$ cat src/rtl/cpu_pkg.sv
`default_nettype none
// ============================================================================
// Module   : cpu_pkg
// Brief    : Shared widths, vector addresses and fetch-state encoding.
// Revision : 1.0
// ============================================================================
package cpu_pkg;

  localparam int DATA_W = 8;

  localparam logic [DATA_W-1:0] RESET_VEC_ADDR = 8'h00;
  localparam logic [DATA_W-1:0] INT_VEC_ADDR   = 8'h01;

  typedef enum logic [1:0] {
    S_RSTVEC = 2'd0,
    S_RUN    = 2'd1,
    S_INTVEC = 2'd2
  } fetch_state_e;

endpackage
`default_nettype wire

$ cat src/rtl/if_id_reg.sv
`default_nettype none
// ============================================================================
// Module   : if_id_reg
// Brief    : IF/ID pipeline register with hold enable and valid-only flush.
// Revision : 1.0
// ============================================================================
module if_id_reg
  import cpu_pkg::*;
#(
  parameter int W = cpu_pkg::DATA_W
) (
  input  logic         clk,
  input  logic         rst,
  input  logic         en_i,
  input  logic         flush_i,
  input  logic [W-1:0] instr_i,
  input  logic [W-1:0] pc_plus1_i,
  output logic [W-1:0] instr_o,
  output logic [W-1:0] pc_plus1_o,
  output logic         valid_o
);

  logic [W-1:0] instr_q,    instr_d;
  logic [W-1:0] pc_plus1_q, pc_plus1_d;
  logic         valid_q,    valid_d;

  // Flush only drops valid; the payload keeps its last value.
  always_comb begin
    instr_d    = instr_q;
    pc_plus1_d = pc_plus1_q;
    valid_d    = valid_q;
    if (flush_i) begin
      valid_d = 1'b0;
    end else if (en_i) begin
      instr_d    = instr_i;
      pc_plus1_d = pc_plus1_i;
      valid_d    = 1'b1;
    end
  end

  always_ff @(posedge clk or posedge rst) begin
    if (rst) begin
      instr_q    <= '0;
      pc_plus1_q <= '0;
      valid_q    <= 1'b0;
    end else begin
      instr_q    <= instr_d;
      pc_plus1_q <= pc_plus1_d;
      valid_q    <= valid_d;
    end
  end

  assign instr_o    = instr_q;
  assign pc_plus1_o = pc_plus1_q;
  assign valid_o    = valid_q;

endmodule
`default_nettype wire

$ cat src/rtl/fetch_unit.sv
`default_nettype none
// ============================================================================
// Module   : fetch_unit
// Brief    : Instruction fetch stage: PC, vector loads, redirect, IF/ID reg.
// Revision : 1.0
// ============================================================================
module fetch_unit
  import cpu_pkg::*;
#(
  parameter int                 DATA_W         = cpu_pkg::DATA_W,
  parameter logic [DATA_W-1:0]  RESET_VEC_ADDR = cpu_pkg::RESET_VEC_ADDR,
  parameter logic [DATA_W-1:0]  INT_VEC_ADDR   = cpu_pkg::INT_VEC_ADDR
) (
  input  logic              clk,
  input  logic              rst,
  input  logic              stall,
  input  logic              branch_taken,
  input  logic [DATA_W-1:0] branch_target,
  input  logic              intr,
  input  logic [DATA_W-1:0] imem_data,
  output logic [DATA_W-1:0] imem_addr,
  output logic [DATA_W-1:0] if_id_instr,
  output logic [DATA_W-1:0] if_id_pc_plus1,
  output logic              if_id_valid,
  output logic              int_ack,
  output logic [DATA_W-1:0] int_ret_pc
);

  fetch_state_e      state_q,       state_d;
  logic [DATA_W-1:0] pc_q,          pc_d;
  logic              int_pending_q, int_pending_d;
  logic              int_ack_q,     int_ack_d;
  logic [DATA_W-1:0] int_ret_pc_q,  int_ret_pc_d;

  logic [DATA_W-1:0] addr;
  logic [DATA_W-1:0] pc_plus1;
  logic              ifid_flush;

  assign pc_plus1 = pc_q + {{(DATA_W-1){1'b0}}, 1'b1};

  // A new request wins over the clear that happens when leaving S_INTVEC.
  assign int_pending_d = intr | (int_pending_q & (state_q != S_INTVEC));

  always_comb begin
    state_d      = state_q;
    pc_d         = pc_q;
    int_ack_d    = int_ack_q;
    int_ret_pc_d = int_ret_pc_q;
    ifid_flush   = 1'b0;
    addr         = pc_q;
    case (state_q)
      S_RSTVEC: begin
        addr       = RESET_VEC_ADDR;
        pc_d       = imem_data;
        ifid_flush = 1'b1;
        state_d    = S_RUN;
      end
      S_INTVEC: begin
        addr       = INT_VEC_ADDR;
        pc_d       = imem_data;
        ifid_flush = 1'b1;
        int_ack_d  = 1'b0;
        state_d    = S_RUN;
      end
      S_RUN: begin
        if (branch_taken) begin
          pc_d       = branch_target;
          ifid_flush = 1'b1;
        end else if (stall) begin
          pc_d = pc_q;
        end else if (int_pending_q) begin
          // PC is not advanced so the un-issued byte is refetched on return.
          ifid_flush   = 1'b1;
          int_ret_pc_d = pc_q;
          int_ack_d    = 1'b1;
          state_d      = S_INTVEC;
        end else begin
          pc_d = pc_plus1;
        end
      end
      default: begin
        addr    = RESET_VEC_ADDR;
        state_d = S_RSTVEC;
      end
    endcase
  end

  always_ff @(posedge clk or posedge rst) begin
    if (rst) begin
      state_q       <= S_RSTVEC;
      pc_q          <= '0;
      int_pending_q <= 1'b0;
      int_ack_q     <= 1'b0;
      int_ret_pc_q  <= '0;
    end else begin
      state_q       <= state_d;
      pc_q          <= pc_d;
      int_pending_q <= int_pending_d;
      int_ack_q     <= int_ack_d;
      int_ret_pc_q  <= int_ret_pc_d;
    end
  end

  if_id_reg #(
    .W (DATA_W)
  ) u_if_id_reg (
    .clk        (clk),
    .rst        (rst),
    .en_i       (~stall),
    .flush_i    (ifid_flush),
    .instr_i    (imem_data),
    .pc_plus1_i (pc_plus1),
    .instr_o    (if_id_instr),
    .pc_plus1_o (if_id_pc_plus1),
    .valid_o    (if_id_valid)
  );

  assign imem_addr  = addr;
  assign int_ack    = int_ack_q;
  assign int_ret_pc = int_ret_pc_q;

endmodule
`default_nettype wire

$ cat config.mk
export PLATFORM = sky130hd
export DESIGN_NAME = fetch_unit
export DESIGN_NICKNAME = d
export VERILOG_FILES = /design/src/rtl/cpu_pkg.sv /design/src/rtl/if_id_reg.sv /design/src/rtl/fetch_unit.sv
export SDC_FILE = /design/constraint.sdc
export NUM_CORES = 1
export LEC_CHECK = 0
export ABC_AREA = 1
export CORE_ASPECT_RATIO = 0.8
export CORE_MARGIN = 4
export CORE_UTILIZATION = 55
export CTS_CLUSTER_SIZE = 8
export DETAILED_ROUTE_END_ITERATION = 6
export DONT_BUFFER_PORTS = 1
export GPL_TIMING_DRIVEN = 0
export HOLD_SLACK_MARGIN = 0.05
export PLACE_DENSITY = 0.67
export SLEW_MARGIN = 20
export SYNTH_ARGS = -nofsm -noshare
export SYNTH_HDL_FRONTEND = slang
export SYNTH_SLANG_ARGS = --single-unit
export TNS_END_PERCENT = 5
$ cat constraint.sdc
create_clock -name clk -period 2.1 [get_ports clk]
set_clock_uncertainty 0.1 [all_clocks]
set_input_delay 0.42 -clock clk [delete_from_list [all_inputs] [get_ports clk]]
set_output_delay 0.42 -clock clk [all_outputs]
set_load 0.02 [all_outputs]
==> results of run 1 <==
## layout by cell type (no fill, tap or decap), drive strengths merged
master and n:
a21oi 8, a21boi 1, xor2 2, a31oi 2, dfrtp 37, o21ai 31
o21bai 1, inv 33, nor2 18, buf 7, nand2 70, nand3 20
or2 1, nand4 1, clkbuf 7, ha 5
## registers in the layout (all words and copies together) (netlist names)
signal,cells
int_ret_pc,8
u_if_id_reg.valid_o,1
int_ack,1
u_if_id_reg.pc_plus1_o,8
pc_q,8
state_q,2
int_pending_q,1
u_if_id_reg.instr_o,8
## critical path: stages, from the launching register on
cell and delay [ns]:
dfrtp_1 0.40, inv_1 0.12, ha_1 0.20, buf_8 0.15, nand2_1 0.09, a21boi_4 0.24
## routing by layer
layer / track usage, % / vias to the layer above / routed length (um)
li1: - / 762 / -
met1: 24.7 / 754 / 1940
met2: 35.4 / 40 / 2180
met3: 6.59 / 7 / 304
met4: 8.48 / 0 / 71
met5: 0 / - / 0
## stage by stage
step                      cells  hold slack [ns]  area, um2
after global routing        286           0.0997       2160
after CTS                   285           0.0672       2150
final                       286           0.0424       2160
after detailed placement    279            0.385       2060
after floorplan             237            0.415       2000
after global placement      279            0.438       2060
## where the power goes
group	switching, mW	total (mW)	leakage, nW	internal (mW)
sequential	0.617	1.68	0.448	1.07
combinational	1.16	1.80	0.616	0.645
clock	0.238	0.498	0.0443	0.260
total	2.01	3.99	1.11	1.97
## cell type report
| class | count | area, um2 | share of cell area (%) |
|---|---|---|---|
| inverters | 33 | 131 | 6.08 |
| well taps | 42 | 52.6 | 2.43 |
| flip-flops and latches | 37 | 926 | 42.8 |
| multi-input cells | 160 | 892 | 41.3 |
| repair buffers | 1 | 7.51 | 0.347 |
| plain buffers | 6 | 65.1 | 3.01 |
| clock buffers | 7 | 86.3 | 4.00 |
## synth_stat cells
master | instances | area share, %
or2_2 | 1 | 0.31
buf_6 | 5 | 2.8
a21boi_0 | 1 | 0.37
nand2_2 | 6 | 1.9
o21ai_1 | 7 | 1.7
inv_2 | 2 | 0.37
buf_2 | 2 | 0.50
nor2_1 | 17 | 3.2
o21ai_0 | 12 | 3.0
nand2_1 | 60 | 11
inv_1 | 28 | 5.2
a21oi_1 | 8 | 2.0
nand4_1 | 1 | 0.31
nand2_4 | 3 | 1.7
nand3_2 | 1 | 0.50
dfrtp_1 | 37 | 46
a31oi_1 | 1 | 0.31
o21bai_1 | 1 | 0.37
nand3_1 | 19 | 4.7
a31oi_4 | 1 | 1.1
xor2_1 | 2 | 0.87
inv_4 | 3 | 0.94
nand2_8 | 1 | 1.0
ha_1 | 5 | 3.1
nor2_8 | 1 | 1.0
o21ai_2 | 12 | 5.2
## cells by family after synthesis
kind of cell	share of synthesized area [%]
AOI/OAI and AO/OA	14.1
xor gates and xnor gates	0.874
adders and majority gates	3.12
buffers and inverters	9.86
DFF	46.2
and+or+nand+nor	25.8
## final timing paths
path,from,endpoint,slack [ns],cells after the start
max,state_q[1],imem_addr[0],0.09,5
min,rst,u_if_id_reg.instr_o[3],0.04,1
max reg2reg,state_q[1],u_if_id_reg.instr_o[5],0.20,11
min reg2reg,pc_q[0],u_if_id_reg.pc_plus1_o[0],0.49,1
max in group asynchronous,rst,int_ret_pc[0],1.37,1
min in group clk,intr,int_pending_q,0.16,1
## repair_timing
action	in CTS	in global routing
buffers inserted	0	1
hold endpoints to repair	0	0
gates resized for setup	3	1
pin swaps	0	1
endpoints found under the setup margin	8	1
==> metrics, run 1 <==
# rows=19; H-tree levels=2; Yosys Warn Count=0; total power density per cell area=1840 mW/mm2; Clock Sinks=37; Clock Tree Root=clkbuf_8; WL/cell=roughly 16 um; die height=62.0 um; HPWL after DPL=roughly 3500 um; Period Utilization, post-route=roughly 96%; vias in the first global route=1539; GRT Util Overall=20.8%; Final WS setup=a little over 0.09 ns; Iter 0 DRT Violations=100; Seq cells post-synth=37; die footprint=between 0.004 and 0.005 mm2; RSZ-0062 raised after global routing=no; chip width=about 75 um; CTS Buf Count=5; slew margin rel.=49.2%; Worst Setup End Kind=output pin; residual DRC count=0; VDD IR max=roughly 900 uV; Hold Vio Cnt, Final=0; Unique masters post-synth=26; Final TNS setup=0 ns; hold buffers post-CTS=0; vias=~1600; Clock Tree Buf Depth=2; WS Path Type=reg2out; largest net degree at the start of global routing=38; crit path max fanout=11; layout cells sized above 1=18.9%; worst slack, placed=-0.110 ns; first-pass GRT wire length=roughly 7000 um; CP arrival=1.49 ns; initial antenna violation count=0; Hold WC Path Type=in2async; final setup fails=0; gpl congestion=between 0.8 and 0.9; Worst Max-Slew Pin Slew=around 0.76 ns; WP data required=approximately 1.6 ns; Synth Area per Inst=8.46 um2; outcome=finished, final reports clean; Clock transition at path regs=~0.07 ns; mapped cell area=0.00200 mm2; fmax=about 0.50 GHz; TritonCTS clock tree=yes; Initial Util=~58%; vias per cell=between 5 and 6; CP Launch Type=flop; DRT antenna net count=0; Fillers=309; gr ovfl total=0; sequential area share after synthesis=between 40% and 50%; First-pass DRT Iterations=4; Post-Synthesis Cells=237; port bufs=0; nets=between 200 and 300; final core occ=between 60 and 70%; fin crit period=between 2 and 2.5 ns; Max Cap Viol=0; antenna fix cells=0; final WL=between 4000 and 5000 um; core area=about 0.0035 mm2; P&R area growth vs syn=7.80%; Leak Pwr=roughly 1.1 nW; syn_nets=approximately 260; I/O pin cnt=55; Final Max Tran Viols=0; overall power=~4 mW; clk_lat worst skew=between 0.2 and 0.3 ns
Power figures use the tool's default switching activity.
==> inputs of run 2 (changes only) <==
==> constraint.sdc (replaced) <==
create_clock -name clk -period 2.35 [get_ports clk]
set_clock_uncertainty 0.1 [all_clocks]
set_input_delay 0.47 -clock clk [delete_from_list [all_inputs] [get_ports clk]]
set_output_delay 0.47 -clock clk [all_outputs]
set_load 0.02 [all_outputs]
==> run 2 against run 1 <==
Compared with the run above:
- die area is the same
- sequential share of layout area grew 0.22 points
- worst setup slack gained 0.18 ns
- critical path type unchanged
- critical endpoint unchanged
==> metrics, run 2 (synthesis results as in run 1) <==
outcome=finished, final reports clean; Final TNS setup=0 ns (unchanged); hold buffers post-CTS=0 (unchanged); layout cells sized above 1=18.5% (-0.33 points); sequential share of power=42.5% (+0.2 points); RSZ-0062 raised after global routing=no; Clock Sinks=37 (unchanged); Worst Setup End Kind=output pin; gpl congestion=0.851 (unchanged); Initial Util=57.8% (unchanged); gr ovfl total=0 (unchanged); # rows=19 (unchanged); fin crit period=around 2.1 ns; DRT antenna net count=0 (unchanged); HPWL after DPL=3460 um (unchanged); P&R area growth vs syn=7.24%; total power density per cell area=1650 mW/mm2 (-11%); Critical Path, Cell by Cell=inv_1 -> ha_1 -> buf_6 -> nand2_1 -> a21boi_4; Leak Pwr=1.10 nW (-0.57%); Iter 0 DRT Violations=111 (+11%); port bufs=0 (unchanged); slew margin rel.=49.5% (+0.31 points); First-pass DRT Iterations=4 (unchanged); Sw Ratio=50.7% (+0.24 points); Clock Tree Root=clkbuf_8; core area=0.00347 mm2 (unchanged); most frequent cells in the layout=nand2_1 (60), dfrtp_1 (37), inv_1 (27), nand3_1 (19), nor2_1 (17); VDD IR max=786 uV (-11%); Buf/Inv on CP=2 (unchanged); commonest non-fill, non-tap cell in the layout=nand2_1; switching pwr=1.80 mW (-11%); die footprint=0.00468 mm2 (unchanged); fmax=just under 0.5 GHz; Max stage delay on crit path=0.40 ns (about the same); WL/cell=15.8 um (+0.40%); vias per cell=5.52 (+0.93%); CP Launch Type=flop; clk_lat worst skew=0.29 ns (about the same); dpl cells=279 (unchanged); Hold Vio Cnt, Final=0 (unchanged); Hold WC Path Type=in2async; I/O pin cnt=55 (unchanged); WP data required=1.78 ns (+0.20 ns); Clock transition at path regs=0.07 ns (about the same); final setup fails=0 (unchanged); largest net degree at the start of global routing=38 (unchanged); antenna fix cells=0 (unchanged); CP arrival=1.51 ns (+0.02 ns); Max Cap Viol=0 (unchanged); Worst Max-Slew Pin Slew=0.756 ns (-0.00466 ns); internal power=1.74 mW (-12%); residual DRC count=0 (unchanged); WS Path Type=reg2out; first-pass GRT wire length=7090 um (+0.70%); overall power=3.54 mW (-11%); vias in the first global route=1542 (+0.19%); die height=62.0 um (unchanged); CP max stage cell=dfrtp_1; delay-heaviest family, CP=flip-flops; GRT Util Overall=21.0% (+0.17 points); Period Utilization, post-route=88.5%; initial antenna violation count=0 (unchanged); Final Max Tran Viols=0 (unchanged); final WL=4500 um (about the same); Final Non-Filler Cells=285 (-0.35%); TritonCTS clock tree=yes; vias=1572 (+0.58%); nets=269 (-0.37%); Combinational Power Share=44.9% (-0.3 points); H-tree levels=2 (unchanged); Clock Tree Buf Depth=2 (unchanged); CTS Buf Count=5 (unchanged); crit path max fanout=16 (+5); clock network power share=12.5% (about the same); chip width=75.5 um (unchanged); Fillers=313 (+1.3%)
==> run 2: cell types whose count changed in the layout (fill, tap and decap cells not counted), sizes merged <==
cell	previous run	this run
buf	7	6
==> run 2: through the flow <==
step                      setup WS [ns]  hold WS [ns]  utilization (%)  area (um2)
after floorplan                   0.304         0.415                -        2000
after global placement            0.156         0.477             59.3        2060
after detailed placement         0.0902         0.435             59.3        2060
after CTS                        0.0337         0.117             61.9        2150
after global routing              0.184         0.150             61.9        2150
final                             0.270        0.0936             61.9        2150
==> run 2: area by class of cell <==
type	count	area, um2	share of cell area [%]
inverter	33	131	6.11
multi-input combinational	160	892	41.5
buffer	6	61.3	2.85
tap	42	52.6	2.44
clock buffer	7	86.3	4.02
sequential	37	926	43.1
==> run 2: power by group through the flow <==
stage | sequential [mW] | combinational [mW] | clock, mW
2_1_floorplan | 1.43 | 1.30 | 0
3_3_place_gp | 1.50 | 1.52 | 0
3_5_place_dp | 1.52 | 1.58 | 0
4_1_cts | 1.51 | 1.60 | 0.457
5_1_grt | 1.55 | 1.79 | 0.490
6_report | 1.51 | 1.59 | 0.443
==> run 2: worst paths after layout <==
kind                             from  cells past startpoint                        end  slack (ns)
min reg2reg                   pc_q[0]                      1  u_if_id_reg.pc_plus1_o[0]        0.49
max                        state_q[1]                      5               imem_addr[0]        0.27
max reg2reg                state_q[1]                     10                    pc_q[5]        0.57
min in group clk                 intr                      1              int_pending_q        0.21
max in group asynchronous         rst                      1                    pc_q[1]        1.57
min                               rst                      1     u_if_id_reg.instr_o[3]        0.09
==> run 2: metal layers <==
layer,routed length (um),global-route usage (%)
met5,0,0
met4,64,8.48
met3,338,6.59
met2,2180,35.7
met1,1910,25.0
==> run 2: repair_timing <==
item                                   CTS  global route
endpoints found under the hold margin    0             0
buffers inserted                         0             0
gates resized for setup                  2             1
setup endpoints to repair                1             1
==> inputs of run 3 (changes only) <==
--- a/config.mk
+++ b/config.mk
@@ -14,7 +14,7 @@
 export DONT_BUFFER_PORTS = 1
 export GPL_TIMING_DRIVEN = 0
 export HOLD_SLACK_MARGIN = 0.05
-export PLACE_DENSITY = 0.67
+export PLACE_DENSITY = 0.7
 export SLEW_MARGIN = 20
 export SYNTH_ARGS = -nofsm -noshare
 export SYNTH_HDL_FRONTEND = slang
==> constraint.sdc (replaced) <==
create_clock -name clk -period 1.8 [get_ports clk]
set_clock_uncertainty 0.1 [all_clocks]
set_input_delay 0.36 -clock clk [delete_from_list [all_inputs] [get_ports clk]]
set_output_delay 0.36 -clock clk [all_outputs]
set_load 0.02 [all_outputs]
==> run 3 against run 2 <==
Compared with the run above:
- design area up 7.0%
- first-iteration DRC count down 9.9%
- register-to-register slack worse by 0.55 ns
- routed wire length down 1.4%
- via count down 0.70%
- critical path type unchanged
- largest cell class unchanged
==> metrics, run 3 (synthesis results as in run 1) <==
crit path max fanout=6 (-10); hold endpoint=int_pending_q; gr ovfl total=0 (unchanged); Sw Ratio=49.7% (-1.0 points); layout cells sized above 1=26.2% (+7.7 points); CP arrival=1.32 ns (-0.19 ns); Combinational Power Share=48.7% (+3.8 points); internal power=2.45 mW (+41%); switching pwr=2.42 mW (+35%); Iter 0 DRT Violations=100 (-9.9%); Hold WC Path Type=in2reg; Clock Tree Root=clkbuf_8; P&R area growth vs syn=14.8%; residual DRC count=0 (unchanged); H-tree levels=2 (unchanged); slew margin rel.=76.0% (+26 points); total power density per cell area=2120 mW/mm2 (+29%); Clock Tree Buf Depth=2 (unchanged); worst r2r src=state_q[1]; Period Utilization, post-route=between 90% and 100%; clock network power share=10.9% (-1.6 points); TritonCTS clock tree=yes; WL/cell=15.1 um (-4.4%); First-pass DRT Iterations=4 (unchanged); clk_lat worst skew=0.29 ns (about the same); RR Endpoint=int_ret_pc[0]; CTS Buf Count=5 (unchanged); Clock Sinks=37 (unchanged); first-pass GRT wire length=7000 um (-1.4%); vias=1561 (-0.70%); die height=62.0 um (unchanged); Critical Path, Cell by Cell=inv_2 -> ha_4 -> buf_6 -> nand2_4 -> a21boi_4; sequential share of power=40.4% (-2.1 points); core area=0.00347 mm2 (unchanged); VDD IR max=1180 uV (+50%); fin crit period=between 1.5 and 2 ns; area of the multi-input gates=915 um2 (+2.5%); final setup fails=0 (unchanged); nets=279 (+3.7%); port bufs=0 (unchanged); RSZ-0062 raised after global routing=yes; # rows=19 (unchanged); overall power=4.87 mW (+38%); R2R depth=11 (+1); vias in the first global route=1487 (-3.6%); gpl congestion=0.787 (-7.5%); Fillers=301 (-3.8%); commonest non-fill, non-tap cell in the layout=nand2_1; Final Max Tran Viols=0 (unchanged); die footprint=0.00468 mm2 (unchanged); Hold Vio Cnt, Final=0 (unchanged); WP data required=1.34 ns (-0.44 ns); DP Area=0.00208 mm2 (+1.3%); reg-to-reg slack, setup=0.02 ns (-0.55 ns); chip width=75.5 um (unchanged); Leak Pwr=1.16 nW (+5.6%); most frequent cells in the layout=nand2_1 (59), dfrtp_1 (36), inv_1 (19), nand3_1 (19), nor2_1 (17); WHS Path Cells=1; outcome=finished, final reports clean; Initial Util=57.8% (unchanged); I/O pin cnt=55 (unchanged); final core occ=66.3% (+4.4 points); Clock transition at path regs=0.07 ns (about the same); vias per cell=5.31 (-3.7%); hold slack=0.0817 ns (-0.0118 ns); fmax=around 0.56 GHz; CP max stage cell=dfrtp_1; Final TNS setup=0 ns (unchanged); Max stage delay on crit path=0.39 ns (about the same); WS Path Type=reg2out; DRT antenna net count=0 (unchanged); Hold Crit Start=intr; HPWL after DPL=3350 um (-3.2%); GRT Util Overall=20.5% (-0.49 points); final WL=4440 um (-1.4%); Max Cap Viol=0 (unchanged); Worst Setup End Kind=output pin; CP Launch Type=flop; FF+latch area=927 um2 (+0.14%); final instance area=0.00230 mm2 (+7.0%); antenna fix cells=0 (unchanged); Worst Max-Slew Pin Slew=0.359 ns (-0.397 ns); initial antenna violation count=0 (unchanged); largest net degree at the start of global routing=24 (-37%)
[run 3: how the worst max path moves through the flow]
| stage | startpoint | end |
|---|---|---|
| after CTS | state_q[1] | imem_addr[0] |
| final | state_q[1] | imem_addr[0] |
| after global routing | state_q[1] | int_ret_pc[0] |
| after floorplan | state_q[1] | imem_addr[0] |
| after detailed placement | state_q[1] | imem_addr[0] |
| after global placement | state_q[1] | imem_addr[0] |
[run 3: repair_timing]
| item | CTS | global route |
|---|---|---|
| pin swaps | 2 | 5 |
| hold buffers | 1 | 0 |
| cloned | 1 | 1 |
| setup endpoints to repair | 8 | 37 |
| buffers inserted | 4 | 2 |
| endpoints found under the hold margin | 14 | 0 |
| gates resized for setup | 5 | 19 |
[run 3: cell type report]
cell class                 count  area share, %
sequential                    37           40.3
multi-input combinational    160           39.7
inverter                      33           6.04
timing repair buffer          10           5.06
buffer                         6           3.37
clock buffer                   5           2.99
tap                           42           2.28
clock inverter                 1          0.218
[run 3: metrics by stage]
step | setup WS, ns | instances
global placement | -0.115 | 279
finish | 0.0174 | 294
detailed placement | -0.110 | 280
CTS | -0.00340 | 291
floorplan | 0.0202 | 237
global route | -0.0656 | 294
[run 3: metal layers]
| layer | share of wire [%] | track usage (%) | vias to the layer above |
|---|---|---|---|
| li1 | - | - | 781 |
| met1 | 44 | 26.6 | 730 |
| met5 | 0 | 0 | - |
| met2 | 48 | 32.7 | 43 |
| met3 | 7.1 | 6.59 | 7 |
| met4 | 1.3 | 6.73 | 0 |
[run 3: power groups by stage]
stage / logic [mW] / registers [mW] / clock network, mW
6_report: 2.37 / 1.97 / 0.533
5_1_grt: 2.68 / 2.03 / 0.585
4_1_cts: 2.19 / 1.97 / 0.542
3_5_place_dp: 2.05 / 1.97 / 0
3_3_place_gp: 1.99 / 1.98 / 0
2_1_floorplan: 1.70 / 1.87 / 0
[run 3: critical path, delay by kind of cell (launching register included)]
kind                       cells  cell delay, ns
DFF                            1            0.39
buffers and inverters          2            0.23
and+or+nand+nor                1            0.06
adders and majority gates      1            0.15
AOI/OAI and AO/OA              1            0.21
